$ cat config.mk
export PLATFORM = sky130hd
export DESIGN_NAME = ds_tx_arbiter
export DESIGN_NICKNAME = d
export VERILOG_FILES = /design/src/rtl/ds_ctrl_pkg.sv /design/src/rtl/rr_arbiter.sv /design/src/rtl/ds_tx_arbiter.sv
export SDC_FILE = /design/constraint.sdc
export NUM_CORES = 1
export LEC_CHECK = 0
export ABC_AREA = 1
export CORE_AREA = 2 2 70 72
export CTS_BUF_LIST = sky130_fd_sc_hd__clkbuf_16
export DETAILED_ROUTE_END_ITERATION = 10
export DIE_AREA = 0 0 72 74
export GPL_TIMING_DRIVEN = 0
export PLACE_DENSITY_LB_ADDON = 0.3
export SLEW_MARGIN = 20
export SYNTH_ARGS = -nofsm -noshare
export SYNTH_HDL_FRONTEND = slang
export SYNTH_SLANG_ARGS = --single-unit
export TNS_END_PERCENT = 50
$ cat constraint.sdc
create_clock -name CLK -period 3.1 [get_ports CLK]
set_input_delay 0.62 -clock CLK [delete_from_list [all_inputs] [get_ports CLK]]
set_output_delay 0.62 -clock CLK [all_outputs]
set_load 0.02 [all_outputs]
$ cat src/rtl/ds_ctrl_pkg.sv
// Shared types and default timing constants for data-synchronizer channel controllers.
// No logic: enum, counter width and default hold/gap lengths only.
// Backpressure: not applicable.
package ds_ctrl_pkg;

    typedef enum logic [1:0] {
        IDLE = 2'd0,
        HOLD = 2'd1,
        GAP  = 2'd2
    } ds_state_e;

    localparam int CNT_W           = 4;
    localparam int DEF_HOLD_CYCLES = 3;
    localparam int DEF_GAP_CYCLES  = 2;

endpackage

$ cat src/rtl/rr_arbiter.sv
// Round-robin winner pick: first set request at or above ptr, wrapping at N.
// Latency: purely combinational.
// Backpressure: none; caller decides when a winner is consumed and moves ptr.
module rr_arbiter #(
    parameter int  N  = 4,
    localparam int IW = (N > 1) ? $clog2(N) : 1
) (
    input  logic [N-1:0]  req_vec,
    input  logic [IW-1:0] ptr,
    output logic [N-1:0]  win_oh,
    output logic [IW-1:0] win_idx,
    output logic          any_vld
);

    always_comb begin
        int j;
        win_oh  = '0;
        win_idx = '0;
        any_vld = 1'b0;
        j       = 0;
        for (int k = 0; k < N; k++) begin
            j = int'(ptr) + k;
            if (j >= N) begin
                j = j - N;
            end
            if (!any_vld && req_vec[j]) begin
                any_vld   = 1'b1;
                win_idx   = IW'(j);
                win_oh[j] = 1'b1;
            end
        end
    end

endmodule

$ cat src/rtl/ds_tx_arbiter.sv
// Shares one data-synchronizer channel among NUM_REQ requesters, round-robin.
// Latency: grant/payload/enable registered on the edge that sees a request in IDLE.
// Backpressure: requests are ignored while a transfer holds or gaps the channel.
module ds_tx_arbiter
    import ds_ctrl_pkg::*;
#(
    parameter int  DATA_WIDTH  = 8,
    parameter int  NUM_REQ     = 4,
    parameter int  HOLD_CYCLES = DEF_HOLD_CYCLES,
    parameter int  GAP_CYCLES  = DEF_GAP_CYCLES,
    localparam int IW          = $clog2(NUM_REQ)
) (
    input  logic                          CLK,
    input  logic                          RST,
    input  logic [NUM_REQ-1:0]            req,
    input  logic [NUM_REQ*DATA_WIDTH-1:0] req_data,
    output logic [NUM_REQ-1:0]            grant,
    output logic [IW-1:0]                 grant_id,
    output logic [DATA_WIDTH-1:0]         unsync_bus,
    output logic                          bus_enable,
    output logic                          busy
);

    if (HOLD_CYCLES < 2 || HOLD_CYCLES > 15) begin : g_bad_hold
        $error("ds_tx_arbiter: HOLD_CYCLES must be within 2..15");
    end
    if (GAP_CYCLES < 1 || GAP_CYCLES > 15) begin : g_bad_gap
        $error("ds_tx_arbiter: GAP_CYCLES must be within 1..15");
    end
    if (NUM_REQ < 2) begin : g_bad_num
        $error("ds_tx_arbiter: NUM_REQ must be at least 2");
    end

    localparam logic [CNT_W-1:0] HOLD_LAST = CNT_W'(HOLD_CYCLES - 1);
    localparam logic [CNT_W-1:0] GAP_LAST  = CNT_W'(GAP_CYCLES - 1);
    localparam logic [IW-1:0]    LAST_IDX  = IW'(NUM_REQ - 1);

    ds_state_e             state_q, state_d;
    logic [CNT_W-1:0]      cnt_q, cnt_d;
    logic [IW-1:0]         ptr_q, ptr_d;
    logic [NUM_REQ-1:0]    grant_q, grant_d;
    logic [IW-1:0]         grant_id_q, grant_id_d;
    logic [DATA_WIDTH-1:0] bus_q, bus_d;
    logic                  en_q, en_d;
    logic                  busy_q, busy_d;

    logic [NUM_REQ-1:0]    win_oh;
    logic [IW-1:0]         win_idx;
    logic                  any_vld;

    rr_arbiter #(.N(NUM_REQ)) u_rr (
        .req_vec (req),
        .ptr     (ptr_q),
        .win_oh  (win_oh),
        .win_idx (win_idx),
        .any_vld (any_vld)
    );

    always_comb begin
        state_d    = state_q;
        cnt_d      = cnt_q;
        ptr_d      = ptr_q;
        grant_d    = '0;
        grant_id_d = grant_id_q;
        bus_d      = bus_q;
        en_d       = en_q;
        unique case (state_q)
            IDLE: begin
                if (any_vld) begin
                    state_d    = HOLD;
                    cnt_d      = '0;
                    grant_d    = win_oh;
                    grant_id_d = win_idx;
                    bus_d      = req_data[win_idx*DATA_WIDTH +: DATA_WIDTH];
                    en_d       = 1'b1;
                    ptr_d      = (win_idx == LAST_IDX) ? '0 : win_idx + 1'b1;
                end
            end
            HOLD: begin
                if (cnt_q == HOLD_LAST) begin
                    state_d = GAP;
                    cnt_d   = '0;
                    en_d    = 1'b0;
                end else begin
                    cnt_d = cnt_q + 1'b1;
                end
            end
            GAP: begin
                if (cnt_q == GAP_LAST) begin
                    state_d = IDLE;
                    cnt_d   = '0;
                end else begin
                    cnt_d = cnt_q + 1'b1;
                end
            end
            default: begin
                state_d = IDLE;
                cnt_d   = '0;
                en_d    = 1'b0;
            end
        endcase
        // busy is registered, so it follows the state being entered
        busy_d = (state_d != IDLE);
    end

    always_ff @(posedge CLK) begin
        if (RST) begin
            state_q    <= IDLE;
            cnt_q      <= '0;
            ptr_q      <= '0;
            grant_q    <= '0;
            grant_id_q <= '0;
            bus_q      <= '0;
            en_q       <= 1'b0;
            busy_q     <= 1'b0;
        end else begin
            state_q    <= state_d;
            cnt_q      <= cnt_d;
            ptr_q      <= ptr_d;
            grant_q    <= grant_d;
            grant_id_q <= grant_id_d;
            bus_q      <= bus_d;
            en_q       <= en_d;
            busy_q     <= busy_d;
        end
    end

    assign grant      = grant_q;
    assign grant_id   = grant_id_q;
    assign unsync_bus = bus_q;
    assign bus_enable = en_q;
    assign busy       = busy_q;

endmodule
==> impl_metrics.json, run 1 <==
{
  "status": "finished, final reports clean",
  "placed_area_sq_mm": 0.002514,
  "postLayoutCellArea_sq_mm": 0.002592,
  "ant_nets": 0,
  "syn_inst": 280,
  "grt.total_usage_pct": 18.82,
  "fmax_ghz": 0.3714,
  "postLayoutSetupSlackWorst_ns": 0.4072,
  "slew_headroom_pct": 69.91,
  "cp.required_ns": 3.24,
  "period_needed_ns": 2.693,
  "peakVddDrop_uv": 442.9,
  "finClkSkew_ns": 0.002371,
  "clk_latency_ns": 0.26,
  "io_buffers": 52,
  "dpl.hpwl_mm": 3.631,
  "worstSetupEndpointType": "flop",
  "grt_pass1_vias": 1774,
  "drt-total-wl_mm": 4.559,
  "path_clk_slew_ns": 0.06,
  "cts_buffers": 3,
  "clockRootBuffer": "clkbuf_16",
  "ctsHtreeMaxLevel": 1,
  "overflow": 0,
  "start_kind": "flop",
  "grt_pass1_wl_mm": 7.990,
  "worst_pin_slew_ns": 0.4514,
  "initial_utilization_pct": 41.88,
  "ios": 54,
  "gp_congestion": 0.8395,
  "tns_ns": 0,
  "hold_buffers": 0,
  "finalSetupViolCount": 0,
  "vias": 1896,
  "grt_max_degree": 14,
  "cap_violations": 0,
  "cts_tree": "built",
  "drt_iter0_markers": 114,
  "place_ws_ns": 0.3648,
  "area_growth_pct": 34.63,
  "postLayoutCoreUtil_pct": 56.38,
  "fin_nets": 388,
  "die_x_um": 72,
  "synth_nets": 331,
  "synth_seq_area_share_pct": 24.95,
  "crit_chain": "inv_1 > ha_1 > inv_2 > nand3_1 > nand2_1 > a21oi_2 > nand2_2 > nand3_4 > buf_6 > inv_4 > ha_1 > o21ai_0 > a21oi_1",
  "rsz0062_at_grt": "false",
  "firstDrtPassIters": 4,
  "cpMaxStageDelayCell": "dfxtp_1",
  "viasPerCell": 4.862,
  "cpMostUsedCell": "ha_1",
  "cts_sinks": 24,
  "core_sq_mm": 0.004598,
  "finalHoldViolations": 0,
  "antenna-diode-count": 0,
  "power_density_mw_per_mm2": 906.6,
  "critPathMaxFanout": 10,
  "ys_types": 36,
  "fp.dieArea_sq_mm": 0.005328,
  "crit_path_max_incr_delay_ns": 0.49,
  "hold_path.class": "flop to flop",
  "wl_per_cell_um": 11.69,
  "cts.repair.resized": 0,
  "antenna_found_initial": 0,
  "cts_setup_buffers": 0,
  "cts_max_path_buffers": 2,
  "synth_warnings": 0,
  "drv_slew": 0,
  "rows": 25,
  "arrival_ns": 2.83,
  "drive_gt1_share_pct": 12.50,
  "synth-seq-cells": 24,
  "worstSetupPathType": "flop to flop",
  "die_y_um": 74,
  "post_synth.cell_area_avg_sq_um": 6.877,
  "p_leak_uw": 0.001251,
  "synth_area_sq_mm": 0.001926,
  "fin_crit_sh_pct": 86.86,
  "route.detailed.drc": 0
}
==> placed cells by master, fill, tap and decap left out, drive strengths merged <==
cell type and count:
inv 44, nor3b 1, o22ai 1, o21bai 1, a31oi 2, a21oi 9, a211oi 2, nand3b 2
nand2 93, clkbuf 4, nor3 1, clkdlybuf4s50 52, clkinv 1, dfxtp 24, or2 5, a21boi 1
buf 6, nand3 22, ha 13, nand4 10, o21ai 8, o221ai 4, a22oi 4, o211ai 5
nor2 21
==> synthesized netlist by cell type, drive strengths merged <==
cell type | count | share of area, %
ha | 13 | 8.4
o21ai | 8 | 2.1
a21boi | 1 | 0.39
o22ai | 1 | 0.33
dfxtp | 24 | 25
o21bai | 1 | 0.97
o211ai | 5 | 1.9
nand3 | 22 | 7.8
a211oi | 2 | 0.78
or2 | 5 | 1.6
o221ai | 4 | 1.8
buf | 6 | 2.5
clkbuf | 1 | 0.19
nor2 | 21 | 5.5
inv | 44 | 9.2
a31oi | 2 | 0.65
a21oi | 9 | 2.5
nand4 | 10 | 3.2
nand2 | 93 | 22
nor3 | 1 | 0.26
nand3b | 2 | 0.97
nor3b | 1 | 0.39
a22oi | 4 | 1.6
==> metrics by stage <==
step / instances / hold WS [ns] / total power (uW)
after floorplan: 280 / 0.4893 / 1653
after global placement: 386 / 0.5146 / 2043
after detailed placement: 386 / 0.5175 / 2070
after CTS: 390 / 0.5229 / 2359
after global routing: 390 / 0.5494 / 2571
final: 390 / 0.5321 / 2350
==> per-layer routing <==
layer / GRT usage [%] / wire, um / up-vias
met2: 32.51 / 2044 / 52
met4: 3.145 / 31 / 0
met1: 24.38 / 2187 / 820
met5: 0 / 0 / -
li1: - / - / 1022
met3: 4.607 / 295 / 2
==> worst max-delay path: cells and delay by family (launching register included) <==
family          cells  cell delay [ns]
fa+ha+maj           2             0.72
buf+inv             4             0.50
flops               1             0.49
simple gates        4             0.49
compound gates      3             0.37
==> registers in the layout, indices dropped and copies added (netlist names) <==
name,count
cnt_q,4
state_q,2
ptr_q,2
grant,4
grant_id,2
bus_enable,1
unsync_bus,8
busy,1
==> power breakdown <==
group | switching, uW | internal, uW
logic | 980 | 629
registers | 59.0 | 401
clock network | 109 | 172
==> kinds of logic (layout without fill, tap and decap cells) <==
| family | Yosys count | in the layout | share of synthesized area, % |
|---|---|---|---|
| fa+ha+maj | 13 | 13 | 8.447 |
| flops | 24 | 24 | 24.95 |
| simple gates | 155 | 155 | 41.59 |
| compound gates | 37 | 37 | 13.06 |
| buf+inv | 51 | 107 | 11.96 |
==> final cells by class <==
class	instances	area [sq um]
buffer	7	52.55
inverter	44	177.7
sequential	24	480.5
multi-input combinational	205	1215
clock inverter	1	3.754
timing repair buffer	52	520.5
tap	54	67.56
clock buffer	3	75.07
fill	444	2006
==> final timing paths <==
path / from / endpoint / slack, ns / depth (start not counted)
max: ptr_q[1] / ptr_q[1] / 0.41 / 13
min: bus_enable / bus_enable / 0.53 / 2
max reg2reg: ptr_q[1] / ptr_q[1] / 0.41 / 13
min reg2reg: bus_enable / bus_enable / 0.53 / 2
Note: power is estimated with default switching activity, not from simulation.
==> run 2, diff against run 1 <==
Settings changed: CTS_CLUSTER_DIAMETER set to 80.
==> results of run 2 <==
The final DEF is identical to that of run 1; final timing and power are the same.
==> run 3, diff against run 2 <==
Settings changed: CAP_MARGIN set to 20, CORE_AREA 2 2 70 72 to 2 2 68 70, CTS_CLUSTER_SIZE set to 10, DIE_AREA 0 0 72 74 to 0 0 70 72, SYNTH_HIERARCHICAL set to 1.
==> impl_metrics.json, run 3 <==
{
  "critPathMaxFanout": 10,
  "synthXorXnorAreaFrac_pct": 0,
  "synth_seq_area_share_pct": 27.21,
  "route.detailed.drc": 0,
  "synth_fa_ha_area_share_pct": 9.213,
  "clockPowerShare_pct": 11.5,
  "fin_nets": 388,
  "synth_nets": 330,
  "dpl.hpwl_mm": 3.420,
  "grt.total_usage_pct": 17.80,
  "fmax_ghz": 0.3640,
  "start_kind": "flop",
  "syn_inst": 279,
  "clk_latency_ns": 0.26,
  "synth_simple_gate_area_share_pct": 35.44,
  "synth-seq-cells": 24,
  "switching_share_pct": 49.01,
  "cp.required_ns": 3.31,
  "cap_violations": 0,
  "cts_max_path_buffers": 2,
  "place_ws_ns": 0.1548,
  "hold_path.class": "flop to flop",
  "status": "finished, final reports clean",
  "drv_slew": 0,
  "firstDrtPassIters": 4,
  "cts_buffers": 3,
  "cts_sinks": 24,
  "worstSetupPathType": "flop to flop",
  "rsz0062_at_grt": "false",
  "grt_pass1_vias": 1746,
  "gp_congestion": 0.8523,
  "grt_max_degree": 14,
  "synth-main-ff-cell": "dfxtp_1",
  "initial_utilization_pct": 41.40,
  "ctsHtreeMaxLevel": 1,
  "finalSetupViolCount": 0,
  "slew_headroom_pct": 79.35,
  "antenna_found_initial": 0,
  "arrival_ns": 2.96,
  "overflow": 0,
  "worstSetupEndpointType": "flop",
  "n_fill_cell": 422,
  "core_sq_mm": 0.004264,
  "combPwrFrac_pct": 68.9,
  "cts_tree": "built",
  "finClkSkew_ns": 0.002404,
  "grt_pass1_wl_mm": 7.452,
  "synth_warnings": 6,
  "wl_per_cell_um": 11.18,
  "clockRootBuffer": "clkbuf_16",
  "synth_area_sq_mm": 0.001765,
  "worst_pin_slew_ns": 0.3089,
  "postLayoutCoreUtil_pct": 57.31,
  "dp_cells": 384,
  "ys_types": 20,
  "synth_top_family_by_area": "simple AND/OR/NAND/NOR gates",
  "antenna-diode-count": 0,
  "die_x_um": 70,
  "largest_register_ffs": 8,
  "ios": 54,
  "rows": 24,
  "power_density_mw_per_mm2": 1011,
  "io_buffers": 53,
  "synth_area_leader_cell": "dfxtp_1",
  "area_growth_pct": 38.41,
  "period_needed_ns": 2.747,
  "postLayoutSetupSlackWorst_ns": 0.3528,
  "netlist.area_leader.share_pct": 27.21,
  "fp.dieArea_sq_mm": 0.005040,
  "postLayoutCellArea_sq_mm": 0.002444,
  "path_clk_slew_ns": 0.06,
  "cts_setup_buffers": 0,
  "sequentialPowerShare_pct": 19.6,
  "async_flop_share_pct": 0,
  "switchingPower_uw": 1211,
  "drt_iter0_markers": 59,
  "synth_compound_area_share_pct": 15.45,
  "fin_crit_sh_pct": 88.62,
  "final_cell_mix": "clkdlybuf4s50_1 (53), nor2_1 (52), nand2_1 (50), inv_1 (39), nand3_1 (24)",
  "post_synth.cell_area_avg_sq_um": 6.328,
  "peakVddDrop_uv": 516.1,
  "fin_cells": 388,
  "intPower_uw": 1260,
  "ant_nets": 0,
  "tns_ns": 0,
  "synth_mux_area_share_pct": 0,
  "p_leak_uw": 0.001176,
  "synth_commonest_cells": "nor2_1 (53), nand2_1 (50), inv_1 (39)",
  "synth_edf_count": 0,
  "die_y_um": 72,
  "drt-total-wl_mm": 4.338,
  "yosys-top-cells-area": "dfxtp_1 (27%), nor2_1 (11%), nand2_1 (11%), ha_1 (9.2%), inv_1 (8.3%)",
  "yosysMostFrequentCell": "nor2_1",
  "drive_gt1_share_pct": 7.738,
  "viasPerCell": 4.838,
  "placed_area_sq_mm": 0.002361,
  "layout_commonest_cell": "clkdlybuf4s50_1",
  "vias": 1877,
  "finalHoldViolations": 0
}
[run 3: metal layers]
| layer | wire length (um) | share of wire (%) | up-vias | track usage [%] |
|---|---|---|---|---|
| met5 | 0 | 0 | - | 0 |
| met2 | 1998 | 46 | 60 | 31.53 |
| li1 | - | - | 1008 | - |
| met3 | 290 | 6.7 | 8 | 4.722 |
| met1 | 1981 | 46 | 801 | 21.96 |
| met4 | 67 | 1.5 | 0 | 3.632 |
[run 3: timing repair]
item | 4_1_cts | 5_1_grt
endpoints found under the setup margin | 0 | 8
hold buffers | 0 | 0
gates resized for setup | 0 | 2
[run 3: through the flow]
stage                     hold slack (ns)  total power [uW]
after detailed placement           0.4895              2189
final                              0.4972              2471
after CTS                          0.4980              2478
after global placement             0.4926              2163
after floorplan                    0.4725              1693
after global routing               0.5263              2696
[run 3: path summary, 6_finish.rpt]
kind,start,endpoint,slack (ns),depth (start not counted)
worst min-delay path,grant_id[0],grant_id[0],0.50,2
worst max register to register,ptr_q[1],unsync_bus[2],0.35,13
worst max-delay path,ptr_q[1],unsync_bus[2],0.35,13
worst min register to register,grant_id[0],grant_id[0],0.50,2
[run 3: cell families after synthesis]
kind of cell    count (synthesis)
compound gates                 48
fa+ha+maj                      13
flops                          24
simple gates                  144
buf+inv                        50
[run 3: area by class of cell]
class / instances / area, sq um / share of cell area, %
Multi-Input combinational cell: 205 / 1064 / 43.52
Inverter: 42 / 157.7 / 6.452
Buffer: 8 / 66.31 / 2.714
Sequential cell: 24 / 481.7 / 19.71
Tap cell: 52 / 65.06 / 2.663
Clock buffer: 3 / 75.07 / 3.072
Clock inverter: 1 / 3.754 / 0.1536
Timing Repair Buffer: 53 / 530.5 / 21.71
[run 3: power groups by stage]
stage	sequential [uW]	clock, uW	combinational (uW)
5_1_grt	500	301	1890
2_1_floorplan	576	0	1120
3_5_place_dp	489	0	1700
3_3_place_gp	487	0	1680
6_report	485	283	1700
4_1_cts	483	286	1710
[run 3: critical path, cell delays in order (launching register included)]
cell      delay, ns
dfxtp_1        0.49
inv_1          0.20
ha_1           0.40
inv_1          0.10
nand3_1        0.09
nand2_1        0.06
nor2_2         0.24
a21oi_1        0.10
nand3_1        0.27
buf_2          0.26
o21ai_0        0.10
o211ai_1       0.25
nand2_1        0.08
inv_1          0.05
